File: src/rtl/multi_clk_div.sv
// multi_clk_div: NCH independent programmable clock dividers sharing one system clock.
//   clock, reset    : system clock, synchronous active-high reset
//   enable          : per-channel run enable
//   cfg_we/ch/half  : half-period write (length = cfg_half+1 cycles)
//   sync_restart    : realign all channels to cnt=0, clk_out=OUT_INIT
//   clk_out, tick   : registered divided clocks and per-toggle pulses
//   cfg_pending     : a written half-period waits for the next terminal count
module multi_clk_div #(
  parameter int unsigned   NCH          = 2,
  parameter int unsigned   CW           = 25,
  parameter logic [CW-1:0] DEFAULT_HALF = CW'(24999999),
  parameter bit            OUT_INIT     = 1'b1
) (
  input  logic                                    clock,
  input  logic                                    reset,
  input  logic [NCH-1:0]                          enable,
  input  logic                                    cfg_we,
  input  logic [((NCH > 1) ? $clog2(NCH) : 1)-1:0] cfg_ch,
  input  logic [CW-1:0]                           cfg_half,
  input  logic                                    sync_restart,
  output logic [NCH-1:0]                          clk_out,
  output logic [NCH-1:0]                          tick,
  output logic [NCH-1:0]                          cfg_pending
);

  localparam int unsigned CHW = (NCH > 1) ? $clog2(NCH) : 1;

  logic [CW-1:0]  cnt_q  [NCH];
  logic [CW-1:0]  cnt_d  [NCH];
  logic [CW-1:0]  half_q [NCH];
  logic [CW-1:0]  half_d [NCH];
  logic [CW-1:0]  shad_q [NCH];
  logic [CW-1:0]  shad_d [NCH];
  logic [NCH-1:0] pend_q, pend_d;
  logic [NCH-1:0] clk_q, clk_d;
  logic [NCH-1:0] tick_q, tick_d;
  logic [NCH-1:0] hit;

  // Out-of-range cfg_ch never matches any channel index, so it is ignored.
  always_comb begin
    hit = '0;
    for (int unsigned i = 0; i < NCH; i++) begin
      hit[i] = cfg_we && (cfg_ch == CHW'(i));
    end
  end

  always_comb begin
    cnt_d  = cnt_q;
    half_d = half_q;
    shad_d = shad_q;
    pend_d = pend_q;
    clk_d  = clk_q;
    tick_d = '0;
    for (int unsigned i = 0; i < NCH; i++) begin
      if (sync_restart) begin
        cnt_d[i] = '0;
        clk_d[i] = OUT_INIT;
        pend_d[i] = 1'b0;
        if (hit[i]) begin
          half_d[i] = cfg_half;
        end else if (pend_q[i]) begin
          half_d[i] = shad_q[i];
        end
      end else if (enable[i]) begin
        if (cnt_q[i] == half_q[i]) begin
          cnt_d[i]  = '0;
          clk_d[i]  = ~clk_q[i];
          tick_d[i] = 1'b1;
          pend_d[i] = 1'b0;
          if (hit[i]) begin
            half_d[i] = cfg_half;
          end else if (pend_q[i]) begin
            half_d[i] = shad_q[i];
          end
        end else begin
          cnt_d[i] = cnt_q[i] + CW'(1);
          if (hit[i]) begin
            shad_d[i] = cfg_half;
            pend_d[i] = 1'b1;
          end
        end
      end else if (hit[i]) begin
        half_d[i] = cfg_half;
        cnt_d[i]  = '0;
        pend_d[i] = 1'b0;
      end
    end
  end

  always_ff @(posedge clock) begin
    if (reset) begin
      for (int unsigned i = 0; i < NCH; i++) begin
        cnt_q[i]  <= '0;
        half_q[i] <= DEFAULT_HALF;
        shad_q[i] <= '0;
      end
      pend_q <= '0;
      clk_q  <= {NCH{OUT_INIT}};
      tick_q <= '0;
    end else begin
      cnt_q  <= cnt_d;
      half_q <= half_d;
      shad_q <= shad_d;
      pend_q <= pend_d;
      clk_q  <= clk_d;
      tick_q <= tick_d;
    end
  end

  assign clk_out     = clk_q;
  assign tick        = tick_q;
  assign cfg_pending = pend_q;

endmodule
File: config.mk
export PLATFORM = sky130hd
export DESIGN_NAME = multi_clk_div
export DESIGN_NICKNAME = d
export VERILOG_FILES = /design/src/rtl/multi_clk_div.sv
export SDC_FILE = /design/constraint.sdc
export NUM_CORES = 1
export LEC_CHECK = 0
export ABC_CLOCK_PERIOD_IN_PS = 2800
export CORE_MARGIN = 2
export CORE_UTILIZATION = 57
export CTS_CLUSTER_DIAMETER = 40
export DETAILED_ROUTE_END_ITERATION = 10
export MAX_ROUTING_LAYER = met4
export PLACE_DENSITY = 0.86
export SETUP_SLACK_MARGIN = 0.5
export SYNTH_ARGS = -nofsm -noshare
export SYNTH_HDL_FRONTEND = slang
export SYNTH_SLANG_ARGS = --single-unit
File: constraint.sdc
create_clock -name clock -period 2.8 [get_ports clock]
set_input_delay 0.56 -clock clock [delete_from_list [all_inputs] [get_ports clock]]
set_output_delay 0.56 -clock clock [all_outputs]
set_load 0.05 [all_outputs]
Word-level counts from Yosys, hierarchy flattened
Index checks and enable logic that the tools add are counted.
{ "word_totals": {"word_cells": 73, "output_inout_bits": 6, "input_bits": 32, "reg_bits": 156} }
{ "op_classes": {"n_eq_ne": 4, "n_bitwise": 8, "muxes": 28, "reduce_logical": 19, "addsub": 2} }
{ "op_table": {"columns": ["cell", "n"], "rows": [
  ["25-bit 2-to-1 mux", 18],
  ["25-bit by 1-bit adder with 25-bit output, second input constant", 2],
  ["25-bit == test", 2],
  ["2-bit AND reduction", 6],
  ["1-bit 2-to-1 mux", 10],
  ["1-bit inverter", 8],
  ["4-bit AND reduction", 2],
  ["2-bit nonzero test", 4],
  ["3-bit by 1-bit inequality test with 1-bit output, second input constant", 2],
  ["3-bit nonzero test", 2],
  ["3-bit OR reduction", 2],
  ["1-bit logical AND", 2],
  ["2-bit OR reduction", 1]
]} }

Logic depth before layout (Yosys ltp)
{ "logic_depth": {"ltp_word": 6, "ltp_mapped": 8, "mapped_depth_nobuf": 7} }

Least setup slack after synthesis
OpenSTA, ideal clock, no wires.
{ "synth_timing": {"path_type": "register to register", "startpoint": "reg pend_q[1], in the netlist cfg_pending[1]", "endpoint": "reg half_q[11] (netlist bit)", "arrival_ps": 2175, "setup_slack_ps": 506, "n_path_buf": 2, "t_required_ps": 2680, "period_less_slack_ps": 2294, "setup_ps": 120, "path_stages_with_launch": 8, "cell_sequence": "dfxtp_1 -> clkbuf_1 -> buf_1 -> mux2i_1 -> nor2_1 -> a21oi_1 -> nor2_1 -> a211o_1"} }
{ "synth_via": {"elab_chain_cells": 5} }
{ "synth_lines": {"columns": ["item", "line_no", "rtl"], "rows": [
  ["start, declared", "34", "logic [NCH-1:0] pend_q, pend_d;"],
  ["start signal, assigned", "104", "pend_q <= pend_d;"],
  ["25-bit 2-to-1 mux (*) (2 in series)", null, null],
  ["25-bit 2-to-1 mux (2 in series)", null, null],
  ["25-bit 2-to-1 mux (*)", null, null],
  ["end signal, assigned", "102", "half_q <= half_d;"],
  ["end, declared", "30", "logic [CW-1:0] half_q [NCH];"]
]} }
Mark *: on every way between the ends. The rest lies on a longest branch, timed or not. The select of a mux whose other input is x is not followed.
A chain may end at the register's enable or synchronous reset.

Worst setup path after layout
{ "layout_timing": {"startpoint": "reg cnt_q[26] (netlist bit)", "endpoint": "reg half_q[28] (netlist bit)"} }
{ "layout_via": {"elab_chain_cells": 3} }
{ "layout_lines": {"columns": ["item", "line_no", "rtl"], "rows": [
  ["start, declared", "28", "logic [CW-1:0] cnt_q [NCH];"],
  ["start signal, assigned", "101", "cnt_q <= cnt_d;"],
  ["25-bit == test", "65", "if (cnt_q[i] == half_q[i]) begin"],
  ["3-bit by 1-bit inequality test with 1-bit output (no line)", null, null],
  ["2-bit AND reduction (no line)", null, null]
]} }
No other way between the ends.

==> metrics.md <==
| Metric | Value |
|---|---|
| Post-synthesis simple-gate area fraction | 0.188 |
| Crit-path leading delay family | compound AO/OA/AOI/OAI gates |
| Async S/R FF share, synth | 0 |
| Run status | completed |
| Clock transition at the registers of the reported paths | 0.06 ns |
| Core Rows | 42 |
| First-pass GRT wire length | 31.1 mm |
| Critical path required time | 3.11 ns |
| RSZ-0062 raised after global routing | no |
| Die area | 14600 µm² |
| Met3 Use GR | 0.0437 |
| Compound-Gate Fraction of Synth Area | 0.153 |
| DRT Wirelength | 19.2 mm |
| DP Wirelength | 12.6 mm |
| Diode count | 0 |
| Clk root buf | clkbuf_16 |
| Worst setup path startpoint | cnt_q[26]$_SDFFE_PP0P_ |
| Count of different cell masters after synthesis | 48 |
| Synth Area in XOR/XNOR | 0.0719 |
| R2r setup slk | 0.54 ns |
| Relative slew slack | 0.305 |
| Pwr dens | 589 nW/µm² |
| Clock tree from TritonCTS | built |
| R2R cell count | 7 |
| HP Class | in2reg |
| Total gr overflow | 0 |
| CTS Hold Bufs | 0 |
| Clock buffer depth | 2 |
| M2 GR Usage | 0.426 |
| Fmax | 0.443 GHz |
| Syn_area_per_cell | 8.70 µm² |
| Post-Synth Adder-Cell Area | 0.00321 |
| Worst reg2reg startpoint | cnt_q[26]$_SDFFE_PP0P_ |
| Skew final | 0.00891 ns |
| Core Area | 13300 µm² |
| CP Capture Type | flip-flop |
| Max cap viols | 0 |
| Arr. time, crit path | 2.57 ns |
| Initial DRC count | 679 |
| Crit path to | half_q[28]$_SDFFE_PP1P_ |
| Clock Latency Late Sink | 0.43 ns |
| Synth-to-Final Area Change | 16.3% |
| CP Buf/Inv Count | 1 |
| CP peak stage delay | 0.42 ns |
| Synthesized instance count | 896 |
| Nets | 951 |
| DR vias | 6639 |
| Critical path, cell by cell | xor2_1 -> nor4_2 -> and3_1 -> a311oi_4 -> buf_4 -> a211oi_1 -> a211o_1 |
| I/O pins | 38 |
| Die W | 121 µm |
| Post-synthesis mux area share | 0.140 |
| Initial antenna violation count | 0 |
| Count of flip-flops with a built-in enable after synthesis | 0 |
| Seq cells post-synth | 156 |
| Pin slew with the least headroom to its limit | 1.04 ns |
| DR WL/cell | 17.4 µm |
| Post-Place Worst Slack | 0.284 ns |
| Drt drc | 0 |
| Period minus WS final | 2.26 ns |
| Crit path depth | 7 |
| Largest family of logic cells by synthesized area | simple AND/OR/NAND/NOR gates |
| Detailed Routing Iterations Pass 1 | 6 |
| Die Y | 121 µm |
| CP max-delay cell | dfxtp_1 |
| Clk sinks | 156 |
| Fraction of layout cells with a size suffix above 1 | 0.0820 |
| Worst setup SP type | flip-flop |
| Starting Density | 0.586 |
| End of the worst register-to-register path | half_q[28]$_SDFFE_PP1P_ |
| Met1 usage | 0.368 |
| Area contributors post-synth | dfxtp_1 40%, mux2i_1 14%, nor2_1 6.9%, a211o_1 4.7%, xnor2_1 3.7% |
| TNS Setup | 0 ns |
| Most area-hungry cell type in the Yosys netlist | dfxtp_1 |
| Sequential share of the synthesized area | 0.401 |
| P_leak | 3.35 nW |
| # setup viols final | 0 |
| IO buf count | 37 |
| Grt peak-use layer | met2 |
| Placer congestion estimate | 0.914 |
| Post-synth top flop | dfxtp_1 |
| CTS buffer count | 17 |
| Netlist Area Pre-Place | 7790 µm² |
| Largest net degree at the start of global routing | 101 |
| Max-slew violations | 0 |
| Post-synth top area share | 0.401 |
| Final worst-path cycle share | 0.807 |
| Final worst slack | 0.540 ns |
| Crit path max fanout | 18 |
| Worst Setup Path Type | reg2reg |
| H-tree depth | 4 |
| Final hold violation count | 0 |
| Gr usage total | 0.277 |
| Routed Antenna Nets | 0 |
| Worst IR Drop VDD | 443 µV |
| Via density | 6.02 |
| Vias in the first global route | 6177 |
| Net Count, Synth | 930 |
| Yosys warning count | 0 |
[registers in the layout (all words and copies together), names as in the netlist]
register     cells
shad_q          50
tick             2
cnt_q           50
cfg_pending      2
clk_out          2
half_q          50
[layer usage]
layer / vias up / wire (µm)
li1: 3228 / -
met5: - / 0
met1: 3173 / 8580
met3: 27 / 1090
met4: 0 / 379
met2: 211 / 9120
[worst min-delay path by stage]
stage | from | to | cells after the start
final | reset | clk_out[0]$_SDFFE_PP1P_ | 3
after global routing | reset | clk_out[0]$_SDFFE_PP1P_ | 3
after CTS | reset | clk_out[0]$_SDFFE_PP1P_ | 3
after global placement | shad_q[22]$_SDFFE_PP0P_ | shad_q[22]$_SDFFE_PP0P_ | 2
after floorplan | half_q[48]$_SDFFE_PP0P_ | half_q[48]$_SDFFE_PP0P_ | 2
after detailed placement | shad_q[18]$_SDFFE_PP0P_ | shad_q[18]$_SDFFE_PP0P_ | 2
[kinds of logic after synthesis]
kind of cell / Yosys count
and+or+nand+nor: 323
AOI/OAI and AO/OA: 167
DFF: 156
muxes: 109
buffers and inverters: 75
xor gates and xnor gates: 64
adders and majority gates: 2
[worst min-delay path, delay by kind of cell]
kind,cells,cell delay (ns)
simple gates,2,0.16
buf+inv,1,0.10
[report_power, final]
group	total, mW	switching [mW]	internal [mW]
Combinational	0.559	0.304	0.255
Clock	2.39	0.894	1.50
Sequential	2.39	0.0870	2.30
Total	5.34	1.29	4.05
[what timing repair did]
item                       CTS  global route
resized for setup            3             8
setup endpoints to repair    7           105
buffers inserted             0             4
pin swaps                    0             4
[layout make-up]
class                      instances  area [µm²]
inverter                          15        56.3
fill                             995        4230
tap                              176         220
clock inverter                     7         113
clock buffer                      22         494
timing repair buffer              62         658
sequential                       156        3130
multi-input combinational        665        4390
[through the flow]
step / std cells / util / area (µm²) / hold slack, ns / total power [mW]
floorplan: 896 / - / 7790 / 0.456 / 2.78
global placement: 1070 / 0.630 / 8380 / 0.473 / 2.96
detailed placement: 1070 / 0.630 / 8380 / 0.481 / 2.97
CTS: 1099 / 0.677 / 9000 / 0.404 / 5.35
global route: 1103 / 0.682 / 9060 / 0.420 / 5.52
finish: 1103 / 0.682 / 9060 / 0.419 / 5.34
[cells in the final DEF, fill, tap and decap left out, types with 2 or more instances in the layout]
master             n
xor2_1            31
ha_1               2
a21o_1             3
a211o_1           42
dfxtp_1          153
clkinv_2           3
o21ai_0           24
nand3_1           37
xnor2_1           33
clkbuf_8           5
nor4_1             6
a21oi_1           48
nor4_2             3
clkbuf_16         17
buf_4             19
nand4_1           22
and4_1             7
nand2_1           74
and3_1             5
mux2i_1          109
nor3_1             6
a211oi_1          17
bufinv_16          3
or2_2              2
o311ai_1           3
or3_1             10
clkdlybuf4s50_1   34
buf_12             8
inv_1             15
o311ai_0          15
dfxtp_2            3
nor3_2             2
nor4_4             2
nor2_1           144
[cell usage after synthesis (2+ instances only)]
cell type and number:
a211o_1 42, a211oi_1 17, a21o_1 4, a21oi_1 48, a21oi_2 2, and3_1 5
and4_1 7, buf_1 2, buf_2 17, buf_6 4, clkbuf_1 35, dfxtp_1 156
ha_1 2, inv_1 15, mux2i_1 109, nand2_1 74, nand3_1 37, nand4_1 22
nor2_1 144, nor3_1 7, nor4_1 9, o21ai_0 24, o311ai_0 15, o311ai_1 3
or2_2 2, or3_1 10, xnor2_1 33, xor2_1 31
Note: power is estimated with default switching activity, not from simulation.
